`src/rtl/dds_wave_pkg.sv`:
```
// Shared register map, CTRL/STATUS bit positions and loader FSM states
// for the DDS waveform loader.
package dds_wave_pkg;

    localparam logic [1:0] REG_CTRL = 2'd0;
    localparam logic [1:0] REG_BASE = 2'd1;
    localparam logic [1:0] REG_LEN  = 2'd2;
    localparam logic [1:0] REG_DATA = 2'd3;

    localparam int CTRL_START     = 0;
    localparam int CTRL_ABORT     = 1;
    localparam int CTRL_AUTO_SWAP = 2;
    localparam int CTRL_DONE_CLR  = 3;

    localparam int STAT_BUSY       = 0;
    localparam int STAT_DONE       = 1;
    localparam int STAT_ABORTED    = 2;
    localparam int STAT_FIFO_FULL  = 3;
    localparam int STAT_FIFO_EMPTY = 4;
    localparam int STAT_PLAY_BANK  = 5;

    localparam int CSUM_LSB = 16;

    typedef enum logic [1:0] {
        ST_IDLE = 2'd0,
        ST_LOAD = 2'd1,
        ST_SWAP = 2'd2
    } state_t;

endpackage

```
`src/rtl/wave_sync_fifo.sv`:
```
// Synchronous show-ahead FIFO for waveform samples; flush empties it in one
// cycle and overrides any push or pop issued alongside it.
module wave_sync_fifo #(
    parameter int DATA_W     = 12,
    parameter int FIFO_DEPTH = 8
) (
    input  logic              clk,
    input  logic              rst,
    input  logic              push,
    input  logic [DATA_W-1:0] push_data,
    input  logic              pop,
    input  logic              flush,
    output logic [DATA_W-1:0] pop_data,
    output logic              full,
    output logic              empty
);

    localparam int PTR_W = $clog2(FIFO_DEPTH);

    logic [DATA_W-1:0] mem [FIFO_DEPTH];
    logic [PTR_W:0]    wr_ptr;
    logic [PTR_W:0]    rd_ptr;
    logic              do_push;
    logic              do_pop;

    // Extra pointer MSB distinguishes full from empty when the indices match.
    assign full     = (wr_ptr[PTR_W] != rd_ptr[PTR_W]) &&
                      (wr_ptr[PTR_W-1:0] == rd_ptr[PTR_W-1:0]);
    assign empty    = (wr_ptr == rd_ptr);
    assign do_push  = push && !full && !flush;
    assign do_pop   = pop && !empty && !flush;
    assign pop_data = mem[rd_ptr[PTR_W-1:0]];

    always_ff @(posedge clk or posedge rst) begin
        if (rst) begin
            wr_ptr <= '0;
            rd_ptr <= '0;
        end else if (flush) begin
            rd_ptr <= wr_ptr;
        end else begin
            if (do_push) wr_ptr <= wr_ptr + 1'b1;
            if (do_pop)  rd_ptr <= rd_ptr + 1'b1;
        end
    end

    always_ff @(posedge clk) begin
        if (do_push) mem[wr_ptr[PTR_W-1:0]] <= push_data;
    end

endmodule

```
`src/rtl/dds_wave_loader.sv`:
```
// Avalon-MM loader streaming samples into the inactive DDS RAM bank.
// Optional macro WAVE_CHECKSUM_EN adds a 16-bit sample checksum at LEN[31:16].
module dds_wave_loader
    import dds_wave_pkg::*;
#(
    parameter int ADDR_W     = 12,
    parameter int DATA_W     = 12,
    parameter int FIFO_DEPTH = 8
) (
    input  logic              csi_clk,
    input  logic              csi_reset,
    input  logic              avs_chipselect,
    input  logic [1:0]        avs_address,
    input  logic              avs_write,
    input  logic              avs_read,
    input  logic [31:0]       avs_writedata,
    output logic [31:0]       avs_readdata,
    output logic              avs_waitrequest,
    output logic [ADDR_W-1:0] coe_ram_addr,
    output logic [DATA_W-1:0] coe_ram_data,
    output logic              coe_ram_we,
    output logic              coe_ram_bank,
    output logic              coe_play_bank
);

    state_t            state_q, state_n;
    logic [ADDR_W:0]   count_q, len_q;
    logic [ADDR_W-1:0] base_q, ram_addr_q;
    logic [DATA_W-1:0] ram_data_q, fifo_dout;
    logic              auto_swap_q, done_q, aborted_q, play_bank_q, ram_we_q;
    logic              fifo_full, fifo_empty, busy, reg_wr, push;
    logic              start_req, abort_req, done_clr, start_acc, start_load;
    logic              pop, finish_noswap, swap_do, set_done;
    logic [31:0]       status;
    logic              wd_unused;

    assign avs_waitrequest = avs_chipselect && avs_write && (avs_address == REG_DATA) && fifo_full;
    assign reg_wr     = avs_chipselect && avs_write && !avs_waitrequest;
    assign push       = reg_wr && (avs_address == REG_DATA);
    assign start_req  = reg_wr && (avs_address == REG_CTRL) && avs_writedata[CTRL_START];
    assign abort_req  = reg_wr && (avs_address == REG_CTRL) && avs_writedata[CTRL_ABORT];
    assign done_clr   = reg_wr && (avs_address == REG_CTRL) && avs_writedata[CTRL_DONE_CLR];
    assign busy       = (state_q != ST_IDLE);
    assign start_acc  = (state_q == ST_IDLE) && start_req && !abort_req;
    assign start_load = start_acc && (len_q != '0);
    assign set_done   = (start_acc && (len_q == '0)) || finish_noswap || swap_do;
    assign wd_unused  = ^avs_writedata;

    wave_sync_fifo #(
        .DATA_W     (DATA_W),
        .FIFO_DEPTH (FIFO_DEPTH)
    ) u_fifo (
        .clk       (csi_clk),
        .rst       (csi_reset),
        .push      (push),
        .push_data (avs_writedata[DATA_W-1:0]),
        .pop       (pop),
        .flush     (abort_req),
        .pop_data  (fifo_dout),
        .full      (fifo_full),
        .empty     (fifo_empty)
    );

    always_comb begin
        state_n       = state_q;
        pop           = 1'b0;
        finish_noswap = 1'b0;
        swap_do       = 1'b0;
        case (state_q)
            ST_IDLE: if (start_load) state_n = ST_LOAD;
            ST_LOAD: begin
                if (!abort_req && !fifo_empty) begin
                    pop = 1'b1;
                    if (count_q + 1'b1 == len_q) begin
                        if (auto_swap_q) begin
                            state_n = ST_SWAP;
                        end else begin
                            state_n       = ST_IDLE;
                            finish_noswap = 1'b1;
                        end
                    end
                end
            end
            ST_SWAP: begin
                state_n = ST_IDLE;
                swap_do = !abort_req;
            end
            default: state_n = ST_IDLE;
        endcase
        if (abort_req) state_n = ST_IDLE;
    end

    always_ff @(posedge csi_clk or posedge csi_reset) begin
        if (csi_reset) begin
            state_q     <= ST_IDLE;
            count_q     <= '0;
            base_q      <= '0;
            len_q       <= '0;
            auto_swap_q <= 1'b0;
            done_q      <= 1'b0;
            aborted_q   <= 1'b0;
            play_bank_q <= 1'b0;
            ram_we_q    <= 1'b0;
            ram_addr_q  <= '0;
            ram_data_q  <= '0;
        end else begin
            state_q  <= state_n;
            ram_we_q <= pop;
            // Sample address is taken before the increment, so it is BASE+count.
            if (pop) begin
                ram_addr_q <= base_q + count_q[ADDR_W-1:0];
                ram_data_q <= fifo_dout;
                count_q    <= count_q + 1'b1;
            end
            if (start_load) count_q <= '0;
            if (start_acc) auto_swap_q <= avs_writedata[CTRL_AUTO_SWAP];
            if (reg_wr && (avs_address == REG_BASE) && !busy) base_q <= avs_writedata[ADDR_W-1:0];
            if (reg_wr && (avs_address == REG_LEN) && !busy) len_q <= avs_writedata[ADDR_W:0];
            if (done_clr || start_load) begin
                done_q    <= 1'b0;
                aborted_q <= 1'b0;
            end
            if (set_done) done_q <= 1'b1;
            if (abort_req) aborted_q <= 1'b1;
            if (swap_do) play_bank_q <= ~play_bank_q;
        end
    end

`ifdef WAVE_CHECKSUM_EN
    logic [15:0] csum_q;

    always_ff @(posedge csi_clk or posedge csi_reset) begin
        if (csi_reset) begin
            csum_q <= '0;
        end else if (start_acc) begin
            csum_q <= '0;
        end else if (ram_we_q) begin
            csum_q <= csum_q + 16'(ram_data_q);
        end
    end
`endif

    always_comb begin
        status                  = '0;
        status[STAT_BUSY]       = busy;
        status[STAT_DONE]       = done_q;
        status[STAT_ABORTED]    = aborted_q;
        status[STAT_FIFO_FULL]  = fifo_full;
        status[STAT_FIFO_EMPTY] = fifo_empty;
        status[STAT_PLAY_BANK]  = play_bank_q;
    end

    always_comb begin
        avs_readdata = '0;
        if (avs_chipselect && avs_read) begin
            case (avs_address)
                REG_CTRL: avs_readdata = status;
                REG_BASE: avs_readdata[ADDR_W-1:0] = base_q;
                REG_LEN: begin
                    avs_readdata[ADDR_W:0] = len_q;
`ifdef WAVE_CHECKSUM_EN
                    avs_readdata[CSUM_LSB +: 16] = csum_q;
`endif
                end
                default: avs_readdata = '0;
            endcase
        end
    end

    assign coe_ram_addr  = ram_addr_q;
    assign coe_ram_data  = ram_data_q;
    assign coe_ram_we    = ram_we_q;
    assign coe_play_bank = play_bank_q;
    assign coe_ram_bank  = ~play_bank_q;

endmodule
```
`config.mk`:
```
export PLATFORM = sky130hd
export DESIGN_NAME = dds_wave_loader
export DESIGN_NICKNAME = d
export VERILOG_FILES = /design/src/rtl/dds_wave_pkg.sv /design/src/rtl/wave_sync_fifo.sv /design/src/rtl/dds_wave_loader.sv
export SDC_FILE = /design/constraint.sdc
export NUM_CORES = 1
export LEC_CHECK = 0
export ABC_AREA = 1
export ABC_CLOCK_PERIOD_IN_PS = 2890
export BUFFER_PORTS_ARGS = -buffer_cell sky130_fd_sc_hd__buf_2
export CAP_MARGIN = 40
export CORE_MARGIN = 1
export CORE_UTILIZATION = 33
export DETAILED_ROUTE_END_ITERATION = 10
export PLACE_DENSITY = 0.6
export SLEW_MARGIN = 15
export SYNTH_ARGS = -nofsm -noshare
export SYNTH_HDL_FRONTEND = slang
export SYNTH_SLANG_ARGS = --single-unit
```
`constraint.sdc`:
```
create_clock -name csi_clk -period 2.89 [get_ports csi_clk]
set_clock_uncertainty 0.2 [all_clocks]
set_input_delay 0.289 -clock csi_clk [delete_from_list [all_inputs] [get_ports csi_clk]]
set_output_delay 0.289 -clock csi_clk [all_outputs]
set_load 0.05 [all_outputs]
```
==> flow_summary.toml, run 1 <==
[outcome]
outcome = "finished clean"

[drt]
wl_um = 20700
route.detailed.drc = 0
via_per_inst = 4.91
routedWlPerCell_um = 16.2
firstDrtPassIters = 5
vias = 6292
antenna_left = 0
first_iter_violations = 421

[pwr]
p_sw_w = 0.00404
pwr-share-seq_pct = 36.0
peakVddDrop_uv = 358
pwr-share-comb_pct = 39.3
power.density_nw_per_um2 = 966
clkPwrFrac_pct = 24.6
power.internal_w = 0.00537
switching_share_pct = 42.9
leakagePower_nw = 4.15

[global_routing]
grt.total_usage_pct = 16.6
overflow = 0
grt_pass1_vias = 5955
met2_usage_pct = 26.4
grt_busiest_layer = "met2"
grt_max_degree = 54
grt_util_met1_pct = 23.0
use_met3_pct = 2.72
antenna_found_initial = 0
grt_pass1_wl_um = 33000

[hold_path]
worstHoldPathType = "in2reg"
hold_start = "avs_writedata[2]"

[place]
portBuffers = 60
hpwl_um = 14300
finalWeightedCongestion = 0.881
postPlaceCellArea_um2 = 9000

[worst_setup_path]
cpMostUsedCell = "nand2_1"
path_cells = "xor2_1, inv_1, nand2_1, nor2_1, nand4_1, nand2_1, inv_2, nand3_2, inv_1, nand2_1, nor2_1, buf_4"
crit_slowest_cell = "dfrtp_1"
cp-startpoint = "u_fifo.wr_ptr[2]"
cp.arrival_ns = 2.50
cp-end-kind = "flip-flop"
critical_path_class = "reg2reg"
critPathMaxFanout = 9
cp-start-kind = "flip-flop"
worstPathRequired_ns = 2.82
rr_startpoint = "u_fifo.wr_ptr[2]"
crit_path_max_incr_delay_ns = 0.44

[sta]
max_freq_mhz = 389
hold_violations = 0
rsz0062_at_grt = "no"
drv_slew = 0
worst_pin_slew_ns = 0.654
min_period_over_period_pct = 89.1
min_period_ns = 2.57
setup_viol = 0
slew_headroom_pct = 56.2
tns_ns = 0

[clock_tree]
clockBufferDepth = 2
cts_buffers = 17
clock-sinks = 173
clock_latency_ns = 0.44
htree_levels = 4
path_clk_slew_ns = 0.08
cts_resized = 0
root_buffer = "clkbuf_16"
cts_tree = "yes"

[cells_and_area]
most-common-layout-cells = "181 x nand2_1, 96 x edfxtp_1, 84 x nor2_1, 77 x inv_1, 77 x dfrtp_1"
area_growth_pct = 16.5
nFillCells = 2426
nets = 999
drive_above_1_share_pct = 14.9
final_area_um2 = 9740
diodes = 0
final_common_cell = "nand2_1"

[floorplanning]
start_util_pct = 34.0
placementRows = 57
die_width_um = 161
dieArea_um2 = 26000
die_h_um = 161
boundaryPins = 99
core_area_um2 = 24600

[logic_synthesis]
syn_area_um2 = 8360
ys_warn_count = 0
ys_ff_latch = 173
yosysUniqueCellTypes = 48
syn_area_per_cell_um2 = 9.70
synth_cells = 862
synth_edf_count = 96
synthArstFlopShare_pct = 44.5
synth_top_flop_cell = "edfxtp_1"
seq_area_frac_synth_pct = 57.5

[job]
maxCapViolations = 0
[synth_stat cells (9+ instances only)]
library cell,n,area (um2)
inv_1,78,293
buf_4,24,180
dfrtp_1,77,1930
nand4_1,9,56.3
o21ai_1,17,85.1
o22ai_1,20,125
ha_1,14,175
a31oi_1,16,100
edfxtp_1,96,2880
nand2_1,181,679
a21oi_1,32,160
o21ai_0,59,295
nor3_1,18,90.1
a2111o_1,12,135
xor2_1,13,114
clkbuf_1,16,60.1
nor2_1,84,315
nand3_1,40,200
[cells by family (layout without fill, tap and decap cells)]
family          Yosys count  in the layout  share of synthesized area, %
simple gates            351            351                          18.2
compound gates          170            170                          12.2
mux                       1              1                         0.135
fa+ha+maj                15             15                          2.34
other cells               1             19                        0.0449
buf+inv                 136            214                          7.92
flops                   173            173                          57.5
xor+xnor                 15             15                          1.57
[power by group through the flow]
stage | Combinational [W] | Sequential, W | Clock [W]
2_1_floorplan | 0.00233 | 0.00393 | 0
5_1_grt | 0.00410 | 0.00344 | 0.00246
6_report | 0.00370 | 0.00339 | 0.00232
3_3_place_gp | 0.00365 | 0.00343 | 0
4_1_cts | 0.00371 | 0.00339 | 0.00236
3_5_place_dp | 0.00369 | 0.00344 | 0
[stage by stage]
| stage | hold WS (ns) | instances | util, % | power, W | setup slack, ns |
|---|---|---|---|---|---|
| detailed placement | 0.0142 | 1237 | 36.6 | 0.00713 | 0.334 |
| finish | 0.0358 | 1282 | 39.6 | 0.00941 | 0.316 |
| global route | 0.0267 | 1282 | 39.6 | 0.0100 | 0.121 |
| global placement | 0.260 | 1236 | 36.5 | 0.00708 | 0.379 |
| floorplan | 0.188 | 880 | - | 0.00626 | 0.0804 |
| CTS | 0.0232 | 1282 | 39.6 | 0.00946 | 0.297 |
[repair_timing]
| action | 4_1_cts | 5_1_grt |
|---|---|---|
| endpoints found under the hold margin | 122 | 0 |
| setup buffers | 0 | 0 |
| hold buffers | 13 | 0 |
[layer usage]
metal	part of all wire, %	wire length (um)
met5	0	0
met1	47	9720
met4	1.8	371
met3	5.1	1050
met2	46	9570
[final cells by class]
class                   count  area (um2)  share of cell area (%)
inverters                  85         325                    3.34
flip-flops and latches    173        4810                    49.4
repair buffers             97         636                    6.53
clock buffers              18         429                    4.41
well taps                 324         405                    4.16
clock inverters            14         176                    1.81
multi-input cells         571        2960                    30.4
[registers in the layout, indices dropped and copies added, names as in the netlist]
signal,flops
coe_ram_addr,12
aborted_q,1
coe_ram_we,1
len_q,13
base_q,12
done_q,1
u_fifo.mem,96
auto_swap_q,1
state_q,2
u_fifo.wr_ptr,4
u_fifo.rd_ptr,4
count_q,13
coe_ram_data,12
coe_play_bank,1
[critical path, delay by kind of cell (launching register included)]
family,cells,cell delay [ns]
xor gates and xnor gates,1,0.16
DFF,1,0.44
and+or+nand+nor,7,0.90
buffers and inverters,4,0.57
[final timing paths]
check | endpoint | slack (ns) | cells past startpoint
worst max-delay path | u_fifo.mem[0][9] | 0.32 | 12
worst min-delay path | u_fifo.mem[4][2] | 0.04 | 1
worst max register to register | u_fifo.mem[0][9] | 0.32 | 12
worst min register to register | coe_ram_addr[0] | 0.27 | 2
max in group asynchronous | coe_ram_addr[10] | 1.68 | 5
min in group asynchronous | coe_ram_we | 0.10 | 3
(Power assumes the default switching activity.)
==> run 2, diff against run 1 <==
--- a/config.mk
+++ b/config.mk
@@ -6,14 +6,13 @@
 export NUM_CORES = 1
 export LEC_CHECK = 0
 export ABC_AREA = 1
-export ABC_CLOCK_PERIOD_IN_PS = 2890
+export ABC_CLOCK_PERIOD_IN_PS = 3140
 export BUFFER_PORTS_ARGS = -buffer_cell sky130_fd_sc_hd__buf_2
 export CAP_MARGIN = 40
 export CORE_MARGIN = 1
 export CORE_UTILIZATION = 33
 export DETAILED_ROUTE_END_ITERATION = 10
-export PLACE_DENSITY = 0.6
-export SLEW_MARGIN = 15
+export PLACE_DENSITY = 0.58
 export SYNTH_ARGS = -nofsm -noshare
 export SYNTH_HDL_FRONTEND = slang
 export SYNTH_SLANG_ARGS = --single-unit
==> constraint.sdc (replaced) <==
create_clock -name csi_clk -period 3.14 [get_ports csi_clk]
set_clock_uncertainty 0.2 [all_clocks]
set_input_delay 0.314 -clock csi_clk [delete_from_list [all_inputs] [get_ports csi_clk]]
set_output_delay 0.314 -clock csi_clk [all_outputs]
set_load 0.05 [all_outputs]
==> flow_summary.toml, run 2 (same netlist as run 1, synthesis figures left out) <==
[worst_setup_path]
cp-end-kind = "flip-flop"
worstPathRequired_ns = 3.07
crit_family = "simple AND/OR/NAND/NOR gates"
crit_slowest_cell = "dfrtp_1"
cp.arrival_ns = 2.51
path_cells = "xor2_1, inv_1, nand2_1, nor2_1, nand4_1, nand2_1, inv_2, nand3_2, inv_1, nand2_1, nor2_1, buf_4"
critical_path_class = "reg2reg"
critPathMaxFanout = 7
cp-start-kind = "flip-flop"
crit_buf_inv = 4
crit_path_max_incr_delay_ns = 0.44
cpMostUsedCell = "nand2_1"

[outcome]
outcome = "finished clean"

[floorplanning]
core_area_um2 = 24600
boundaryPins = 99
die_width_um = 161
start_util_pct = 34.0
dieArea_um2 = 26000
die_h_um = 161
placementRows = 57

[drt]
routedWlPerCell_um = 16.2
firstDrtPassIters = 5
via_per_inst = 4.90
wl_um = 20600
antenna_left = 0
route.detailed.drc = 0
first_iter_violations = 499
vias = 6239

[global_routing]
grt_pass1_vias = 5962
grt_pass1_wl_um = 33000
antenna_found_initial = 0
overflow = 0
grt_max_degree = 54
grt.total_usage_pct = 16.5

[sta]
min_period_over_period_pct = 82.1
min_period_ns = 2.58
slew_headroom_pct = 56.8
tns_ns = 0
max_freq_mhz = 388
drv_slew = 0
setup_viol = 0
worst_pin_slew_ns = 0.646
rsz0062_at_grt = "no"
hold_violations = 0

[cells_and_area]
final_core_util_pct = 38.9
most-common-layout-cells = "181 x nand2_1, 96 x edfxtp_1, 84 x nor2_1, 77 x inv_1, 77 x dfrtp_1"
largest_reg_flops = 96
nets = 991
area_growth_pct = 14.6
final_common_cell = "nand2_1"
drive_above_1_share_pct = 14.8
diodes = 0

[clock_tree]
clockBufferDepth = 2
path_clk_slew_ns = 0.07
clock_latency_ns = 0.42
cts_tree = "yes"
root_buffer = "clkbuf_16"
cts_resized = 0
post_cts_buffers = 0
cts_buffers = 17
clock-sinks = 173
htree_levels = 4

[place]
hpwl_um = 14200
portBuffers = 60
finalWeightedCongestion = 0.916

[pwr]
power.density_nw_per_um2 = 883
peakVddDrop_uv = 375
leakagePower_nw = 4.07

[hold_path]
worstHoldPathType = "in2reg"

[job]
maxCapViolations = 0
[run 2: cell types whose count changed in the layout (fill, tap and decap cells not counted), moves of 2 or more]
cell,change
dlygate4sd3_1,-7
clkinv_8,-4
clkinvlp_4,+3
buf_12,-2
inv_6,+2
[run 2: per-layer routing]
layer	share of wire (%)	track usage, %	up-vias
li1	-	-	3060
met1	49	23.5	3005
met2	46	26.1	161
met3	4.4	2.49	13
met4	0.94	4.72	0
met5	0	0	-
[run 2: timing repair]
action | in CTS | in global routing
setup endpoints to repair | 0 | 0
hold buffers | 6 | 0
endpoints found under the hold margin | 64 | 0
[run 2: where the power goes]
group	switching, W	internal, W	leakage (nW)	total [W]
registers	0.000331	0.00279	1.82	0.00312
clock network	0.000928	0.00103	0.255	0.00196
logic	0.00238	0.000994	1.99	0.00338
[run 2: path summary, 6_finish.rpt]
path / from / to / slack, ns / cells past startpoint
min in group asynchronous: csi_reset / state_q[0] / 0.29 / 3
worst max register to register: u_fifo.wr_ptr[2] / u_fifo.mem[5][2] / 0.56 / 12
max in group asynchronous: csi_reset / u_fifo.rd_ptr[2] / 1.67 / 4
worst min register to register: coe_ram_addr[0] / coe_ram_addr[0] / 0.28 / 2
worst min-delay path: avs_writedata[11] / u_fifo.mem[1][11] / 0.02 / 1
worst max-delay path: u_fifo.wr_ptr[2] / u_fifo.mem[5][2] / 0.56 / 12
[run 2: final cells by class]
| type | count | area, um2 |
|---|---|---|
| Clock inverter | 13 | 106 |
| Clock buffer | 19 | 433 |
| Inverter | 85 | 325 |
| Sequential cell | 173 | 4810 |
| Multi-Input combinational cell | 571 | 2960 |
| Tap cell | 324 | 405 |
| Timing Repair Buffer | 89 | 537 |
| Fill cell | 2464 | 15000 |
[run 2: stage by stage]
step,worst slack (ns),power [W],cell area (um2),hold WS [ns],cells
global placement,0.238,0.00651,8960,0.221,1234
CTS,0.556,0.00852,9580,0.00386,1274
global route,0.364,0.00903,9580,0.0152,1274
finish,0.563,0.00846,9580,0.0165,1274
detailed placement,0.537,0.00654,8980,0.219,1236
floorplan,0.330,0.00576,8430,0.213,880
